## src/rtl/mpc_fixed_pkg.sv

```systemverilog
// Shared fixed-point definitions for the MPC QP ADMM datapath: word format, saturation
// bounds, FSM state type and the rescale/saturate helper.
package mpc_fixed_pkg;

  localparam int unsigned DATA_W    = 32;
  localparam int unsigned FRAC_BITS = 16;
  // Wide enough for a 2*DATA_W product summed over up to 256 columns.
  localparam int unsigned ACC_MAX_W = 2 * DATA_W + 8;

  localparam logic [DATA_W-1:0] SAT_MAX = 32'h7FFF_FFFF;
  localparam logic [DATA_W-1:0] SAT_MIN = 32'h8000_0000;

  typedef enum logic [1:0] {
    StIdle,
    StRun,
    StFlush,
    StDone
  } state_e;

  // Arithmetic shift right by FRAC_BITS (optionally round half up first), then clamp to DATA_W.
  function automatic logic [DATA_W-1:0] rescale_sat(input logic signed [ACC_MAX_W-1:0] acc,
                                                    input logic round_en);
    logic signed [ACC_MAX_W-1:0] half;
    logic signed [ACC_MAX_W-1:0] sh;
    logic signed [ACC_MAX_W-1:0] hi;
    logic signed [ACC_MAX_W-1:0] lo;
    half = '0;
    half[FRAC_BITS-1] = round_en;
    sh = (acc + half) >>> FRAC_BITS;
    hi = {{(ACC_MAX_W - DATA_W){1'b0}}, SAT_MAX};
    lo = {{(ACC_MAX_W - DATA_W){1'b1}}, SAT_MIN};
    if (sh > hi) begin
      return SAT_MAX;
    end else if (sh < lo) begin
      return SAT_MIN;
    end
    return sh[DATA_W-1:0];
  endfunction

endpackage

```

## src/rtl/mpc_mac_sat.sv

```systemverilog
// Multiply-accumulate with per-row rescale and saturation. Rounding before the shift is
// enabled by defining MATVEC_ROUND_EN; otherwise the shift truncates toward -inf.
module mpc_mac_sat
  import mpc_fixed_pkg::*;
#(
  parameter int unsigned N_COLS = 24
) (
  input  logic              clk,
  input  logic              rst,
  input  logic [DATA_W-1:0] a,
  input  logic [DATA_W-1:0] x,
  input  logic              prod_en,
  input  logic              acc_en,
  input  logic              acc_load,
  input  logic              out_en,
  output logic [DATA_W-1:0] result
);

  localparam int unsigned PROD_W = 2 * DATA_W;
  localparam int unsigned ACC_W  = PROD_W + $clog2(N_COLS);

`ifdef MATVEC_ROUND_EN
  localparam logic RoundEn = 1'b1;
`else
  localparam logic RoundEn = 1'b0;
`endif

  logic signed [PROD_W-1:0]    prod_q;
  logic signed [PROD_W-1:0]    a_ext;
  logic signed [PROD_W-1:0]    x_ext;
  logic signed [ACC_W-1:0]     acc_q;
  logic signed [ACC_W-1:0]     prod_ext;
  logic signed [ACC_MAX_W-1:0] acc_wide;

  always_comb begin
    a_ext    = {{DATA_W{a[DATA_W-1]}}, a};
    x_ext    = {{DATA_W{x[DATA_W-1]}}, x};
    prod_ext = {{(ACC_W - PROD_W){prod_q[PROD_W-1]}}, prod_q};
    acc_wide = {{(ACC_MAX_W - ACC_W){acc_q[ACC_W-1]}}, acc_q};
  end

  always_ff @(posedge clk) begin
    if (rst) begin
      prod_q <= '0;
      acc_q  <= '0;
      result <= '0;
    end else begin
      if (prod_en) begin
        prod_q <= a_ext * x_ext;
      end
      // First element of a row replaces the accumulator so rows need no separate clear.
      if (acc_en) begin
        acc_q <= acc_load ? prod_ext : acc_q + prod_ext;
      end
      if (out_en) begin
        result <= rescale_sat(acc_wide, RoundEn);
      end
    end
  end

endmodule

```

## src/rtl/mpc_qp_admm_matvec_sat.sv

```systemverilog
// temp = sat(A * x) producer: streams one A/x element pair per cycle, writes one temp word per
// row. Optional round-half-up rescaling is selected with MATVEC_ROUND_EN (see mpc_mac_sat).
module mpc_qp_admm_matvec_sat
  import mpc_fixed_pkg::*;
#(
  parameter int unsigned N_ROWS = 24,
  parameter int unsigned N_COLS = 24
) (
  input  logic                               ap_clk,
  input  logic                               ap_rst,
  input  logic                               ap_start,
  output logic                               ap_done,
  output logic                               ap_idle,
  output logic                               ap_ready,
  output logic [$clog2(N_ROWS*N_COLS)-1:0]   a_address0,
  output logic                               a_ce0,
  input  logic [DATA_W-1:0]                  a_q0,
  output logic [$clog2(N_COLS)-1:0]          x_address0,
  output logic                               x_ce0,
  input  logic [DATA_W-1:0]                  x_q0,
  output logic [$clog2(N_ROWS)-1:0]          temp_address0,
  output logic                               temp_ce0,
  output logic                               temp_we0,
  output logic [DATA_W-1:0]                  temp_d0
);

  localparam int unsigned RW = $clog2(N_ROWS);
  localparam int unsigned CW = $clog2(N_COLS);
  localparam int unsigned AW = $clog2(N_ROWS * N_COLS);

  state_e state_q, state_d;

  logic [RW-1:0] i_q;
  logic [CW-1:0] j_q;
  logic [AW-1:0] addr_q;
  logic          issue, row_first, row_last, pass_last;

  // Element tags travelling alongside the data: stage 1 = memory data, 2 = product, 3 = accumulator.
  logic          v1, first1, last1, fin1;
  logic          v2, first2, last2, fin2;
  logic          v3, last3, fin3;
  logic [RW-1:0] row1, row2, row3;
  logic          fin4;

  always_comb begin
    issue     = (state_q == StRun);
    row_first = (j_q == '0);
    row_last  = (j_q == CW'(N_COLS - 1));
    pass_last = row_last && (i_q == RW'(N_ROWS - 1));

    state_d = state_q;
    unique case (state_q)
      StIdle:  if (ap_start) state_d = StRun;
      StRun:   if (pass_last) state_d = StFlush;
      StFlush: if (temp_we0 && fin4) state_d = StDone;
      StDone:  state_d = StIdle;
      default: state_d = StIdle;
    endcase
  end

  always_ff @(posedge ap_clk) begin
    if (ap_rst) begin
      state_q <= StIdle;
      i_q     <= '0;
      j_q     <= '0;
      addr_q  <= '0;
    end else begin
      state_q <= state_d;
      if (state_q == StIdle && ap_start) begin
        i_q    <= '0;
        j_q    <= '0;
        addr_q <= '0;
      end else if (issue && !pass_last) begin
        addr_q <= addr_q + 1'b1;
        if (row_last) begin
          j_q <= '0;
          i_q <= i_q + 1'b1;
        end else begin
          j_q <= j_q + 1'b1;
        end
      end
    end
  end

  always_ff @(posedge ap_clk) begin
    if (ap_rst) begin
      {v1, first1, last1, fin1, row1} <= '0;
      {v2, first2, last2, fin2, row2} <= '0;
      {v3, last3, fin3, row3}         <= '0;
      temp_we0      <= 1'b0;
      temp_address0 <= '0;
      fin4          <= 1'b0;
    end else begin
      {v1, first1, last1, fin1, row1} <= {issue, row_first, row_last, pass_last, i_q};
      {v2, first2, last2, fin2, row2} <= {v1, first1, last1, fin1, row1};
      {v3, last3, fin3, row3}         <= {v2, last2, fin2, row2};
      temp_we0 <= v3 && last3;
      fin4     <= v3 && last3 && fin3;
      if (v3 && last3) begin
        temp_address0 <= row3;
      end
    end
  end

  mpc_mac_sat #(
    .N_COLS(N_COLS)
  ) u_mac (
    .clk      (ap_clk),
    .rst      (ap_rst),
    .a        (a_q0),
    .x        (x_q0),
    .prod_en  (v1),
    .acc_en   (v2),
    .acc_load (first2),
    .out_en   (v3 && last3),
    .result   (temp_d0)
  );

  always_comb begin
    a_ce0      = issue;
    x_ce0      = issue;
    a_address0 = issue ? addr_q : '0;
    x_address0 = issue ? j_q : '0;
    temp_ce0   = temp_we0;
    ap_idle    = (state_q == StIdle) && !ap_start;
    ap_done    = (state_q == StDone);
    ap_ready   = (state_q == StDone);
  end

endmodule

```

## config.mk

```make
export PLATFORM = sky130hd
export DESIGN_NAME = mpc_qp_admm_matvec_sat
export DESIGN_NICKNAME = d
export VERILOG_FILES = /design/src/rtl/mpc_fixed_pkg.sv /design/src/rtl/mpc_mac_sat.sv /design/src/rtl/mpc_qp_admm_matvec_sat.sv
export SDC_FILE = /design/constraint.sdc
export NUM_CORES = 2
export LEC_CHECK = 0
export CAP_MARGIN = 30
export CORE_MARGIN = 1.5
export CORE_UTILIZATION = 45
export DETAILED_ROUTE_END_ITERATION = 8
export PLACE_DENSITY_LB_ADDON = 0.3
export SYNTH_ARGS = -nofsm -noshare
export SYNTH_HDL_FRONTEND = slang
export SYNTH_HIERARCHICAL = 1
export SYNTH_SLANG_ARGS = --single-unit
export TNS_END_PERCENT = 50
```

## constraint.sdc

```tcl
create_clock -name ap_clk -period 23.3 [get_ports ap_clk]
set_input_delay 5.825 -clock ap_clk [delete_from_list [all_inputs] [get_ports ap_clk]]
set_output_delay 5.825 -clock ap_clk [all_outputs]
set_load 0.01 [all_outputs]
```

; ---- Word level (Yosys, flattened, before mapping)
; Index checks and enable logic that the tools add are counted.
[word_totals]
regBits = 220
output_inout_bits = 59
[classes]
n_eq_ne = 8
n_addsub = 4
reduce_logical = 14
mul = 1
mux = 15
order_cmp = 2
[ops]
columns = cell, n
row1 = two-way mux 32 bit, 3
row2 = adder 69 x 64 -> 69 bit, 1
row3 = two-way mux 69 bit, 1
row4 = multiplier 32 x 32 -> 64 bit, 1
row5 = > comparator 53 x 32 -> 1 bit (second input constant), 1
row6 = less-than comparator 53 x 32 -> 1 bit (second input constant), 1
row7 = adder 10 x 1 -> 10 bit (second input constant), 1
row8 = adder 5 x 1 -> 5 bit (second input constant), 2
row9 = equality test 5 bit (second input constant), 2
row10 = two-way mux 10 bit, 1
row11 = two-way mux 5 bit, 2
row12 = case mux 2 bit (4 select lines), 1
row13 = logical AND 1 bit, 7
row14 = two-way mux 2 bit, 3
row15 = logical NOT 5 bit, 1
row16 = equality test 2 bit (second input constant), 2
row17 = two-way mux 1 bit, 4
row18 = != test 2 bit (second input constant), 2
row19 = AND reduction 3 bit, 1
row20 = equality test 2 x 1 -> 1 bit (second input constant), 1
row21 = logical NOT 1 bit, 2
row22 = logical NOT 2 bit, 1
row23 = != test 2 x 1 -> 1 bit (second input constant), 1
row24 = AND reduction 2 bit, 1
row25 = OR reduction 2 bit, 1

; ---- Longest topological paths before layout
[logic_depth]
word_depth = 6
depth_mapped = 30

; ---- Hierarchy
; The synthesis kept the hierarchy.
[by_module_without_submodules]
columns = module, area_each_um2, n_inst, seq_area_each_um2, cells_each
row1 = mpc_mac_sat, 46739.8, 1, 3303.2, 5215
row2 = mpc_qp_admm_matvec_sat, 2184.6, 1, 1101.1, 227

; ---- Worst setup path before layout
; No wires, ideal clock.
[synth_timing]
path_kind = input to register
start = in a_q0[31]
end = reg u_mac.prod_q[60]
required_time_ns = 23.172
arrival_ns = 13.021
setup_slack_ns = 10.151
cell_stages = 30
path_buffers = 2
cell_sequence = clkbuf_1 > nand2_1 > inv_1 > fa_1 > inv_1 > fa_1 > inv_1 > fa_1 > fa_1 > inv_1 > fa_1 > inv_1 > fa_1 > inv_1 > fa_1 > inv_1 > fa_1 > ha_1 > clkbuf_1 > nand3_1 > nor2_1 > and3_1 > and3_1 > a21oi_1 > inv_1 > a311o_1 > a31oi_1 > xnor2_1 > mux2i_1 > nor2_1
[synth_via]
elab_chain_cells = 1
[synth_rtl]
columns = element, line
row1 = "start, declared", mpc_qp_admm_matvec_sat.sv:17  ; input logic [DATA_W-1:0] a_q0,
row2 = multiplier 32 x 32 -> 64 bit, mpc_mac_sat.sv:49  ; prod_q <= a_ext * x_ext;
row3 = "end signal, assigned", mpc_mac_sat.sv:49
row4 = "end, declared", mpc_mac_sat.sv:28  ; logic signed [PROD_W-1:0] prod_q;
; No other way between the ends.
; A chain may end at the register's enable or synchronous reset.

; ---- Final worst setup path
[layout_timing]
start = in a_q0[31]
end = reg u_mac.prod_q[58]
; The elaborated chain is that of the path after synthesis.

==> summary.txt <==
Run status
  • Status: complete, no violations

Clocking
  • CTS tree: built
  • CTS Hold Buffers Added: 0
  • Worst-path clk slew: approximately 0.070 ns
  • Clock Sinks: 220
  • Clock buffer depth: 3
  • CTS Buf Count: 22
  • H-Tree Depth: 1
  • Post-CTS sizing: 0
  • Clk root buf: clkbuf_16
  • Clk_lat worst skew: about 0.53 ns
  • Postcts setup bufs: 0

Yosys
  • Synth area leader: fa_1
  • Post-Syn Nets: 6853
  • Area of the mapped netlist: 48900 µm²
  • Post-synthesis cell type count: between 90 and 100
  • Synthesized instance count: 5442
  • Post-synth EDFFs: 0
  • Main synth FF type: dfxtp_1
  • Mean area per synthesized cell: 8.99 µm²
  • Post-synth top area share: 0.443
  • Post-synthesis sequential area ratio: 0.0900
  • Most area-consuming cells after synthesis: fa_1 44%, dfxtp_1 9.0%, inv_1 7.6%
  • Syn. warnings: 6
  • Asr flop ratio synth: 0
  • Synthesis-stage register bit count: 220

STA
  • Unrepaired setup endpoints after global routing: no
  • Fin crit share: 0.603
  • Post-layout minimum cycle time: 14.04 ns
  • Setup Total Neg Slack: 0 ns
  • Clk_skew: 0.00936 ns
  • Final hold vios: 0
  • Worst Tran Pin Value: 0.961 ns
  • Slew HR: 0.359
  • Final setup violation count: 0
  • Final slew viol count: 0
  • F_max: 0.0712 GHz

Placed design
  • Gpl congestion: 0.897
  • Dpl hpwl: between 100 and 150 mm
  • I/O Buffers: 125
  • Placed Instances: 6722

Route
  • Post-DR vias/cell: 5.35
  • Drt wl/cell: 18.7 µm
  • Final antenna-violating net count: 0
  • DR iter-0 viols: between 2k and 2.5k
  • Via count: 36.2k
  • DRT Pass-1 Iters: 5
  • Final wirelength: 126 mm
  • DRC: 0

Finish
  • Fin nets: between 6k and 7k
  • Area grow syn2layout: 6.17%
  • Ant diodes: 0
  • Fill cell count: between 10k and 15k
  • Share of cells above drive strength 1: 0.0302
  • Layout Cells excl Fill: between 6k and 7k

Global route
  • Number of global-route vias before repair: 38.6k
  • Initial antenna violation count: 3
  • Largest net degree at the start of global routing: 95
  • First-pass GRT wire length: 213 mm
  • Overflow after GRT: 0
  • Tot GR Track Use: 0.238

Critical path
  • Required time worst endpoint: 23.75 ns
  • Worst Path Buf+Inv: 10
  • Crit path DAT: 14.49 ns
  • Critical Path Sink Type: register
  • Crit-path max FO: 32
  • Slowest-stage cell, CP: fa_1
  • CP Launch Type: input pin
  • Critical path type: input pin to register
  • Max stage delay on crit path: 0.86 ns
  • CP top delay family: adder cells

Floorplan
  • Ports: 126
  • Core area: 108000 µm²
  • Die ar.: 111000 µm²
  • DIE HEIGHT: about 330 µm
  • Starting density of the core: 0.455
  • Die W: roughly 330 µm
  • # rows: 120

Min path
  • Min-delay worst type: register to register

Job
  • Max Cap Viol: 0
## metrics by stage
stage                      util  hold WS, ns  cell area [µm²]  worst slack [ns]
after floorplan               -        0.406            48900             10.15
after global placement    0.476        0.421            51200              8.85
after detailed placement  0.476        0.418            51200              8.75
after CTS                 0.483        0.442            51900              9.29
after global routing      0.483        0.449            51900              8.83
final                     0.483        0.438            51900              9.26
## synthesized netlist by cell type (all sizes together), types with 6 or more instances
master	number
a211oi	37
a21o	80
a21oi	185
a311oi	6
a31o	7
a31oi	21
a41oi	8
and2	532
and3	26
buf	33
clkbuf	280
dfxtp	220
fa	1083
ha	261
inv	989
mux2i	63
nand2	667
nand2b	22
nand3	43
nand4	33
nor2	253
nor2b	42
nor3	58
nor4	9
o2111ai	7
o211a	16
o211ai	57
o21a	18
o21ai	126
o21bai	23
o31ai	13
or3	9
or4	8
xnor2	87
xor2	47
## state kept, by name, indices dropped and copies added, names as in the netlist, 2 cells and up
register       flops
row2               5
addr_q            10
row3               5
i_q                5
temp_address0      5
j_q                5
u_mac/result      32
u_mac/prod_q      64
state_q            2
row1               5
u_mac/acc_q       69
## layout make-up
| class | count | area (µm²) | share of cell area |
|---|---|---|---|
| inverter | 990 | 3720 | 0.0715 |
| timing repair buffer | 190 | 1700 | 0.0327 |
| sequential | 220 | 4420 | 0.0850 |
| clock buffer | 30 | 653 | 0.0126 |
| tap | 1403 | 1760 | 0.0338 |
| multi-input combinational | 3919 | 39600 | 0.763 |
| clock inverter | 10 | 97.6 | 0.00188 |
## path summary, 6_finish.rpt
check	slack, ns	endpoint	depth (start not counted)	start
setup / recovery	9.26	u_mac/prod_q[58]	29	a_q0[31]
hold / removal	0.44	last2	1	last1
setup reg to reg	19.56	u_mac/acc_q[68]	13	u_mac/prod_q[0]
hold reg to reg	0.44	last2	1	last1
## layer usage
layer  track usage  up-vias  part of all wire
li1              -    16400                 -
met1         0.352    18400              0.46
met2         0.373     1206              0.45
met3        0.0423      124             0.079
met4        0.0373        4             0.014
met5             0        -           0.00021
## cells in the final DEF (no fill, tap or decap), types with 7 or more instances in the layout
master           synthesis  layout
o211a_1                 15      15
buf_4                    4      64
mux2i_1                 63      63
and3_1                  26      26
nand3_1                 42      42
o211ai_1                56      56
dfxtp_1                220     217
o31ai_1                 11      10
o21ai_0                110     109
nand4_1                 33      33
nor3_1                  56      56
a41oi_1                  7       7
nand2_1                666     666
nor2_1                 253     253
nand2b_1                22      22
a211oi_1                32      32
ha_1                   261     261
nor2b_1                 40      40
clkdlybuf4s50_1          0     114
o21bai_1                23      23
xor2_1                  47      47
xnor2_1                 87      87
or3_1                    9       9
and2_1                 531     531
o21ai_1                 12      12
or4_1                    8       8
o21a_1                  18      18
a21o_1                  80      80
a31oi_1                 20      20
inv_1                  987     987
a21oi_1                182     182
clkbuf_16                0      24
fa_1                  1083    1083
buf_2                   18      10
nor4_1                   9       9
o2111ai_1                7       7
## kinds of logic after synthesis
kind of cell | share of synthesized area
xor gates and xnor gates | 0.0240
adders and majority gates | 0.510
muxes | 0.0133
DFF | 0.0900
AOI/OAI and AO/OA | 0.0888
and+or+nand+nor | 0.173
buffers and inverters | 0.101
Power is left out: the tool's default activity adds up to more than one toggle a clock period on the data nets, which glitch-free logic cannot reach.
